<file path="src/rtl/sound_pkg.sv">
// Shared definitions for the sound effect sequencer: note prescaler
// constants, the sequencer state encoding and the built-in effect table.
package sound_pkg;

    // Tone prescaler values for a 25 MHz clock, one octave starting at C4
    localparam logic [9:0] REST  = 10'h000;
    localparam logic [9:0] DO    = 10'h175;
    localparam logic [9:0] RE    = 10'h14D;
    localparam logic [9:0] MI    = 10'h128;
    localparam logic [9:0] FA    = 10'h118;
    localparam logic [9:0] SOL   = 10'h0F9;
    localparam logic [9:0] LA    = 10'h0DD;
    localparam logic [9:0] SI    = 10'h0C6;
    localparam logic [9:0] DO_HI = 10'h0BB;

    typedef enum logic [1:0] {
        IDLE = 2'd0,
        PLAY = 2'd1,
        GAP  = 2'd2
    } fx_state_e;

    // Shape of the built-in effect table; a REST entry terminates an effect
    localparam int FX_CH    = 3;
    localparam int FX_NOTES = 4;

    localparam logic [9:0] FX_TABLE [FX_CH][FX_NOTES] = '{
        '{DO, REST, REST, REST},
        '{LA, MI,   DO,   REST},
        '{MI, MI,   REST, REST}
    };

endpackage

</file>
<file path="src/rtl/priority_arbiter.sv">
// Fixed-priority picker: reports the lowest-index set bit of the pending vector.
module priority_arbiter #(
    parameter int N     = 3,
    parameter int IDX_W = 2
) (
    input  logic [N-1:0]     pending_i,
    output logic [IDX_W-1:0] grantIdx_o,
    output logic             grantValid_o
);

    // Scan from the top down so the lowest set index is the last one written
    always_comb begin
        grantIdx_o   = '0;
        grantValid_o = 1'b0;
        for (int i = N - 1; i >= 0; i--) begin
            if (pending_i[i]) begin
                grantIdx_o   = IDX_W'(i);
                grantValid_o = 1'b1;
            end
        end
    end

endmodule

</file>
<file path="src/rtl/sound_effect_sequencer.sv">
// Plays short multi-note sound effects requested on prioritised channels,
// driving a tone prescaler value and an enable with fixed note/gap timing.
module sound_effect_sequencer
    import sound_pkg::*;
#(
    parameter int NUM_CH       = 3,
    parameter int NOTES_PER_FX = 4,
    parameter int NOTE_TICKS   = 2_500_000,
    parameter int GAP_TICKS    = 250_000,
    parameter int PREEMPT      = 1
) (
    input  logic                      clk,
    input  logic                      resetN,
    input  logic [NUM_CH-1:0]         audioRequest,
    output logic [9:0]                preScaleValue,
    output logic                      soundEnable,
    output logic                      busy,
    output logic [$clog2(NUM_CH)-1:0] activeCh
);

    localparam int CH_W      = $clog2(NUM_CH);
    localparam int IDX_W     = (NOTES_PER_FX > 1) ? $clog2(NOTES_PER_FX) : 1;
    localparam int MAX_TICKS = (NOTE_TICKS > GAP_TICKS) ? NOTE_TICKS : GAP_TICKS;
    localparam int CNT_W     = $clog2(MAX_TICKS + 1);

    localparam logic [CNT_W-1:0] NOTE_LOAD   = CNT_W'(NOTE_TICKS - 1);
    localparam logic [CNT_W-1:0] GAP_LOAD    = CNT_W'(GAP_TICKS - 1);
    localparam bit               CAN_PREEMPT = (PREEMPT != 0);

    fx_state_e          state_q, state_d;
    logic [NUM_CH-1:0]  pending_q, pending_d;
    logic [CH_W-1:0]    ch_q, ch_d;
    logic [IDX_W-1:0]   idx_q, idx_d;
    logic [CNT_W-1:0]   cnt_q, cnt_d;
    logic [9:0]         preScale_q, preScale_d;
    logic               soundEn_q, soundEn_d;
    logic               busy_q, busy_d;
    logic [CH_W-1:0]    activeCh_q, activeCh_d;

    logic [CH_W-1:0]    arbIdx;
    logic               arbValid;
    logic               startFx;
    logic [NUM_CH-1:0]  clrMask;
    int                 nextIdx;

    // Table entries outside the built-in table or the configured shape read as REST
    function automatic logic [9:0] noteAt(input int ch, input int idx);
        logic [9:0] note;
        note = REST;
        for (int c = 0; c < FX_CH; c++) begin
            for (int n = 0; n < FX_NOTES; n++) begin
                if (c == ch && n == idx && c < NUM_CH && n < NOTES_PER_FX) begin
                    note = FX_TABLE[c][n];
                end
            end
        end
        return note;
    endfunction

    priority_arbiter #(
        .N     (NUM_CH),
        .IDX_W (CH_W)
    ) uArbiter (
        .pending_i    (pending_q),
        .grantIdx_o   (arbIdx),
        .grantValid_o (arbValid)
    );

    // Next-state logic: start/preempt decisions, note/gap timing and the output values
    always_comb begin
        state_d    = state_q;
        ch_d       = ch_q;
        idx_d      = idx_q;
        cnt_d      = cnt_q;
        clrMask    = '0;
        startFx    = 1'b0;
        nextIdx    = int'(idx_q) + 1;

        case (state_q)
            IDLE: begin
                startFx = arbValid;
            end
            PLAY: begin
                if (CAN_PREEMPT && arbValid && (arbIdx < ch_q)) begin
                    startFx = 1'b1;
                end else if (cnt_q == '0) begin
                    state_d = GAP;
                    cnt_d   = GAP_LOAD;
                end else begin
                    cnt_d = cnt_q - 1'b1;
                end
            end
            GAP: begin
                if (CAN_PREEMPT && arbValid && (arbIdx < ch_q)) begin
                    startFx = 1'b1;
                end else if (cnt_q == '0) begin
                    if (nextIdx >= NOTES_PER_FX || noteAt(int'(ch_q), nextIdx) == REST) begin
                        state_d = IDLE;
                        ch_d    = '0;
                        idx_d   = '0;
                        cnt_d   = '0;
                    end else begin
                        state_d = PLAY;
                        idx_d   = IDX_W'(nextIdx);
                        cnt_d   = NOTE_LOAD;
                    end
                end else begin
                    cnt_d = cnt_q - 1'b1;
                end
            end
            default: begin
                state_d = IDLE;
                ch_d    = '0;
                idx_d   = '0;
                cnt_d   = '0;
            end
        endcase

        // Starting an effect (fresh or preempting) always begins at note 0;
        // an effect whose first entry is REST ends before making any sound
        if (startFx) begin
            clrMask = NUM_CH'(1) << arbIdx;
            idx_d   = '0;
            if (noteAt(int'(arbIdx), 0) == REST) begin
                state_d = IDLE;
                ch_d    = '0;
                cnt_d   = '0;
            end else begin
                state_d = PLAY;
                ch_d    = arbIdx;
                cnt_d   = NOTE_LOAD;
            end
        end

        // A new request in the same cycle as its channel starting keeps it pending
        pending_d = (pending_q & ~clrMask) | audioRequest;

        preScale_d = (state_d == PLAY) ? noteAt(int'(ch_d), int'(idx_d)) : REST;
        soundEn_d  = (state_d == PLAY);
        busy_d     = (state_d != IDLE);
        activeCh_d = (state_d != IDLE) ? ch_d : '0;
    end

    // State, pending requests and registered outputs; reset wipes everything
    always_ff @(posedge clk or negedge resetN) begin
        if (!resetN) begin
            state_q    <= IDLE;
            pending_q  <= '0;
            ch_q       <= '0;
            idx_q      <= '0;
            cnt_q      <= '0;
            preScale_q <= '0;
            soundEn_q  <= 1'b0;
            busy_q     <= 1'b0;
            activeCh_q <= '0;
        end else begin
            state_q    <= state_d;
            pending_q  <= pending_d;
            ch_q       <= ch_d;
            idx_q      <= idx_d;
            cnt_q      <= cnt_d;
            preScale_q <= preScale_d;
            soundEn_q  <= soundEn_d;
            busy_q     <= busy_d;
            activeCh_q <= activeCh_d;
        end
    end

    assign preScaleValue = preScale_q;
    assign soundEnable   = soundEn_q;
    assign busy          = busy_q;
    assign activeCh      = activeCh_q;

endmodule

</file>
<file path="config.mk">
export PLATFORM = sky130hd
export DESIGN_NAME = sound_effect_sequencer
export DESIGN_NICKNAME = d
export VERILOG_FILES = /design/src/rtl/sound_pkg.sv /design/src/rtl/priority_arbiter.sv /design/src/rtl/sound_effect_sequencer.sv
export SDC_FILE = /design/constraint.sdc
export NUM_CORES = 1
export LEC_CHECK = 0
export CAP_MARGIN = 20
export CORE_UTILIZATION = 54
export DETAILED_ROUTE_END_ITERATION = 12
export PLACE_DENSITY = 0.75
export SLEW_MARGIN = 30
export SYNTH_ARGS = -nofsm -noshare
export SYNTH_HDL_FRONTEND = slang
export SYNTH_HIERARCHICAL = 1
export SYNTH_SLANG_ARGS = --single-unit
</file>
<file path="constraint.sdc">
create_clock -name clk -period 6.5 [get_ports clk]
set_clock_uncertainty 0.1 [all_clocks]
set_input_delay 0.65 -clock clk [delete_from_list [all_inputs] [get_ports clk]]
set_output_delay 0.65 -clock clk [all_outputs]
set_load 0.05 [all_outputs]
</file>
Yosys cells after proc, flatten, opt, wreduce, memory -nomap -nowiden
Cells that the tools add are included.
{"block": "totals", "word_cells": 143, "output_inout_bits": 14, "ff_bits": 45}
{"block": "classes", "n_eq_ne": 18, "n_reduce_logical": 39, "n_addsub": 2, "shifts": 1, "n_lt_le_gt_ge": 2, "bitwise": 3, "n_mux": 69}
{"cell": "10-bit two-way mux", "count": 29}
{"cell": "22-bit two-way mux", "count": 7}
{"cell": "22-bit one-hot mux with 3 select lines", "count": 1}
{"cell": "2-bit two-way mux", "count": 18}
{"cell": "32-bit zero test", "count": 1}
{"cell": "9-bit two-way mux", "count": 3}
{"cell": "1-bit logical AND", "count": 25}
{"cell": "22-bit zero test", "count": 1}
{"cell": "22-bit by 1-bit subtractor with 22-bit output, second input constant", "count": 1}
{"cell": "10-bit zero test", "count": 2}
{"cell": "2-bit == test, first input constant", "count": 8}
{"cell": "2-bit zero test", "count": 5}
{"cell": "2-bit one-hot mux with 2 select lines", "count": 2}
{"cell": "2-bit by 3-bit == test with 1-bit output, first input constant", "count": 2}
{"cell": "1-bit two-way mux", "count": 6}
{"cell": "3-bit != test, second input constant", "count": 2}
{"cell": "2-bit one-hot mux with 3 select lines", "count": 1}
{"cell": "2-bit by 1-bit == test with 1-bit output, second input constant", "count": 2}
{"cell": "2-bit OR reduction", "count": 2}
{"cell": "2-bit by 1-bit adder with 3-bit output, second input constant", "count": 1}
{"cell": "3-bit bitwise AND", "count": 1}
{"cell": "1-bit by 3-bit == test with 1-bit output, first input constant", "count": 1}
{"cell": "3-bit greater-or-equal comparator, second input constant", "count": 1}
{"cell": "3-bit two-way mux", "count": 1}
{"cell": "11 further kinds", "count": 11}

Logic depth before layout (Yosys ltp)
{"block": "depth", "ltp_word": 40, "mapped_depth": 10, "mapped_depth_nobuf": 10}

Cells and area by module
Netlist, hierarchy kept.
{"mod": "sound_effect_sequencer", "instances": 1, "area_per_inst_um2": 2493.6, "cells_each": 281}
{"mod": "priority_arbiter", "instances": 1, "area_per_inst_um2": 20.0, "cells_each": 3}

Worst setup path after synthesis
Ideal clock, no wire load.
{"block": "synth_timing", "kind": "register to register", "start": "reg pending_q[1]", "end": "reg preScale_q[3] (netlist: preScaleValue[3])", "setup_ns": 0.086, "path_slack_ns": 3.534, "path_stages_with_launch": 10, "arrival_ns": 2.780, "t_required_ns": 6.314, "path_cell_list": "dfrtp_1 nor3b_1 ha_1 a211o_1 a221oi_1 a31oi_1 a211o_1 inv_1 o21ai_0 nor3_1"}
{"block": "synth_between", "elab_cells_between_ends": 59}
{"element": "start: declaration", "line": "sound_effect_sequencer.sv:31", "source": "logic [NUM_CH-1:0] pending_q, pending_d;"}
{"element": "start signal: assignment", "line": "sound_effect_sequencer.sv:158", "source": "pending_q <= pending_d;"}
{"element": "2-bit two-way mux (*) (2 in a row)", "line": "priority_arbiter.sv:16", "source": "if (pending_i[i]) begin"}
{"element": "via arbIdx[1]", "line": "sound_effect_sequencer.sv:40", "source": "logic [CH_W-1:0] arbIdx;"}
{"element": "2-bit zero test"}
{"element": "9-bit two-way mux", "line": "sound_effect_sequencer.sv:52", "source": "if (c == ch && n == idx && c < NUM_CH && n < NOTES_PER_FX) begin"}
{"element": "10-bit two-way mux (2 in a row)", "line": "sound_effect_sequencer.sv:52"}
{"element": "10-bit two-way mux", "line": "sound_effect_sequencer.sv:121", "source": "if (startFx) begin"}
{"element": "10-bit zero test", "line": "sound_effect_sequencer.sv:124", "source": "if (noteAt(int'(arbIdx), 0) == REST) begin"}
{"element": "1-bit two-way mux", "line": "sound_effect_sequencer.sv:124"}
{"element": "2-bit two-way mux (*)", "line": "sound_effect_sequencer.sv:121"}
{"element": "2-bit by 1-bit == test with 1-bit output (*)"}
{"element": "via soundEn_d", "line": "sound_effect_sequencer.sv:36", "source": "logic soundEn_q, soundEn_d;"}
{"element": "10-bit two-way mux (*)", "line": "sound_effect_sequencer.sv:138", "source": "preScale_d = (state_d == PLAY) ? noteAt(int'(ch_d), int'(idx_d)) : REST;"}
{"element": "via preScale_d[3]", "line": "sound_effect_sequencer.sv:35", "source": "logic [9:0] preScale_q, preScale_d;"}
{"element": "end signal: assignment", "line": "sound_effect_sequencer.sv:162", "source": "preScale_q <= preScale_d;"}
{"element": "end: declaration", "line": "sound_effect_sequencer.sv:35"}
The timed path passes the listed nets; every way through them passes the cells marked *. The select of a mux whose other input is x is not followed.
A chain may end at the register's enable or synchronous reset.

Worst setup path in the final report
{"block": "layout_timing", "start": "reg pending_q[1]", "end": "reg preScale_q[7] (netlist: preScaleValue[7])"}
The elaborated chain is that of the path after synthesis.

==> results.sh <==
export IMPL_outcome="finished clean"
export IMPL_ctsResizeCount=0
export IMPL_fmax_ghz=0.280
export IMPL_ys_seq_area_share_pct=38.8
export IMPL_arrival_ns=3.68
export IMPL_min_period_over_period_pct=54.9
export IMPL_synth_flop_cell="dfrtp_1"
export IMPL_finalNetCount=315
export IMPL_area_growth_pct=11.3
export IMPL_startpoint_type="register"
export IMPL_relSlewSlack_pct=40.5
export IMPL_cts_buffer_depth=2
export IMPL_cp_data_required_time_ns=6.61
export IMPL_rsz0062_at_grt="no"
export IMPL_hold_viol=0
export IMPL_fin_setup_tns_ns=0
export IMPL_cap_violations=0
export IMPL_ant_nets=0
export IMPL_final_layout_size_suffix_gt1_share_pct=8.00
export IMPL_hpwlAfterDp_mm=4.18
export IMPL_h_tree_depth=2
export IMPL_timing_hold_ws_ns=0.199
export IMPL_drc=0
export IMPL_hp_class="in2async"
export IMPL_first_pass_iters=5
export IMPL_grt_pass1_wl_mm=9.88
export IMPL_slew_violations=0
export IMPL_setup_viol_count_final=0
export IMPL_yosysWarnings=6
export IMPL_cts_root_buffer="clkbuf_8"
export IMPL_multi_input_area_sq_mm=0.00142
export IMPL_io_buffer_count=16
export IMPL_cp_cell_sequence="nor3b_1 -> ha_1 -> a211o_1 -> a221oi_1 -> a31oi_1 -> a211o_1 -> inv_1 -> o21ai_0 -> nor3_1"
export IMPL_core_area_sq_mm=0.00441
export IMPL_cpMaxStageDelayCell="a221oi_1"
export IMPL_powerDensity_mw_per_mm2=162
export IMPL_num_vias=2208
export IMPL_timing_critical_path_mode_cell="a211o_1"
export IMPL_place_area_sq_mm=0.00268
export IMPL_final_area_sq_mm=0.00280
export IMPL_period_needed_ns=3.57
export IMPL_rows=24
export IMPL_max_stage_delay_ns=0.79
export IMPL_post_cts_buffers=0
export IMPL_filler_cell_count=398
export IMPL_ys_types=59
export IMPL_place_congestion=0.985
export IMPL_syn_area_sq_mm=0.00251
export IMPL_setup_worst_path_end_class="register"
export IMPL_die_area_sq_mm=0.00493
export IMPL_viasPerCell=6.27
export IMPL_cts_tree="yes"
export IMPL_clock_sinks=39
export IMPL_async_flop_share_pct=100
export IMPL_cts_buffers=5
export IMPL_grt_max_degree=40
export IMPL_grt_overflow=0
export IMPL_io_pins=19
export IMPL_crit_type="reg2reg"
export IMPL_grt_util_all_layers_pct=25.1
export IMPL_worst_slew_pin_slew_ns=0.892
export IMPL_die_h_um=70.2
export IMPL_die_w_um=70.2
export IMPL_synthCells=284
export IMPL_clock_latency_ns=0.30
export IMPL_cp_max_fo=7
export IMPL_cellLeakagePower_nw=1.12
export IMPL_initial_core_util_pct=56.9
export IMPL_num_antenna_cells=0
export IMPL_vdd_drop_max_mv=0.0989
export IMPL_first_iter_violations=170
export IMPL_register_area_sq_um=976
export IMPL_ctsHoldBuffers=0
export IMPL_clk_pin_slew_ns=0.08
export IMPL_grt_pass1_vias=2063
export IMPL_avgSynthCellArea_sq_um=8.85
export IMPL_antenna_found_initial=0
export IMPL_wl_per_cell_um=16.2
export IMPL_ys_ff_latch=39
export IMPL_synth_edf_count=0
export IMPL_finalWirelength_mm=5.70
==> placed cells by master, fill, tap and decap left out, drive strengths merged, types with 7 or more instances in the layout <==
| cell | count |
|---|---|
| nor2 | 35 |
| or4 | 7 |
| nor4 | 7 |
| nor3 | 15 |
| a31oi | 8 |
| o31ai | 7 |
| dfrtp | 39 |
| inv | 17 |
| nand2 | 18 |
| ha | 11 |
| a21oi | 21 |
| nand3 | 7 |
| o21ai | 19 |
| clkdlybuf4s50 | 15 |
==> worst paths after layout <==
| check | from | end | slack [ns] | cells past startpoint |
|---|---|---|---|---|
| hold reg to reg | cnt_q[20]$_DFFE_PN0P_ | cnt_q[20]$_DFFE_PN0P_ | 0.42 | 1 |
| hold / removal | resetN | pending_q[1]$_DFF_PN0_ | 0.20 | 1 |
| setup reg to reg | pending_q[1]$_DFF_PN0_ | preScaleValue[7]$_DFF_PN0_ | 2.93 | 9 |
| min in group clk | cnt_q[20]$_DFFE_PN0P_ | cnt_q[20]$_DFFE_PN0P_ | 0.42 | 1 |
| setup / recovery | pending_q[1]$_DFF_PN0_ | preScaleValue[7]$_DFF_PN0_ | 2.93 | 9 |
| max in group asynchronous | resetN | ch_q[0]$_DFF_PN0_ | 5.73 | 1 |
==> metal layers <==
layer / part of all wire [%] / global-route usage [%] / wire [um]
met1: 46 / 33.8 / 2620
met2: 48 / 40.5 / 2730
met3: 4.8 / 4.76 / 276
met4: 1.3 / 8.22 / 72
met5: 0 / 0 / 0
==> area by class of cell <==
class / instances / area share [%]
clock buffers: 5 / 2.46
flip-flops and latches: 39 / 34.9
clock inverters: 3 / 1.56
repair buffers: 17 / 5.90
inverters: 17 / 2.28
multi-input cells: 219 / 50.6
well taps: 52 / 2.32
==> power breakdown <==
part | switching, mW | internal (mW)
logic | 0.00723 | 0.00222
registers | 0.0000000000000000282 | 0.242
clock network | 0.0884 | 0.114
==> stage by stage <==
stage | std cells | utilization (%) | power [mW] | worst slack, ns
detailed placement | 344 | 60.8 | 0.257 | 3.05
floorplan | 285 | - | 0.251 | 3.53
global placement | 344 | 60.8 | 0.257 | 3.15
CTS | 352 | 63.4 | 0.459 | 3.00
finish | 352 | 63.4 | 0.455 | 2.93
global route | 352 | 63.4 | 0.468 | 2.60
==> synthesized netlist by cell type (all sizes together) (3+ instances only) <==
library cell | instances | share of area (%)
dfrtp | 39 | 39
nor2 | 35 | 5.3
a21oi | 21 | 4.2
o21ai | 19 | 3.8
nand2 | 18 | 2.7
inv | 17 | 2.5
nor3 | 15 | 3.0
ha | 11 | 5.5
a31oi | 8 | 2.6
buf | 7 | 2.0
nand3 | 7 | 1.4
nor4 | 7 | 2.6
o31ai | 7 | 2.3
or4 | 7 | 2.4
nand2b | 6 | 1.5
a211o | 5 | 1.7
a211oi | 4 | 1.2
or3 | 4 | 1.0
clkbuf | 3 | 0.45
nor2b | 3 | 0.75
o21bai | 3 | 0.90
o311ai | 3 | 2.0
o41ai | 3 | 1.0
or2 | 3 | 0.75
==> sequential cells by signal, indices dropped and copies added (netlist names) <==
name,flops
state_q,2
activeCh,2
cnt_q,22
pending_q,3
preScaleValue,4
idx_q,2
soundEnable,1
ch_q,2
busy,1
==> worst max-delay path: cells and delay by family (launching register included) <==
kind            cells  cell delay (ns)
simple gates        2             0.75
compound gates      5             1.77
fa+ha+maj           1             0.38
buf+inv             1             0.08
flops               1             0.41
==> cells by family after synthesis <==
logic type / Yosys count / share of synthesized area, %
compound gates: 90 / 25.6
other cells: 1 / 0.149
buf+inv: 27 / 4.98
flops: 39 / 38.8
simple gates: 112 / 23.4
fa+ha+maj: 11 / 5.48
xor+xnor: 2 / 0.697
mux: 2 / 0.796
No activity file was read; power rests on OpenSTA's default activity.
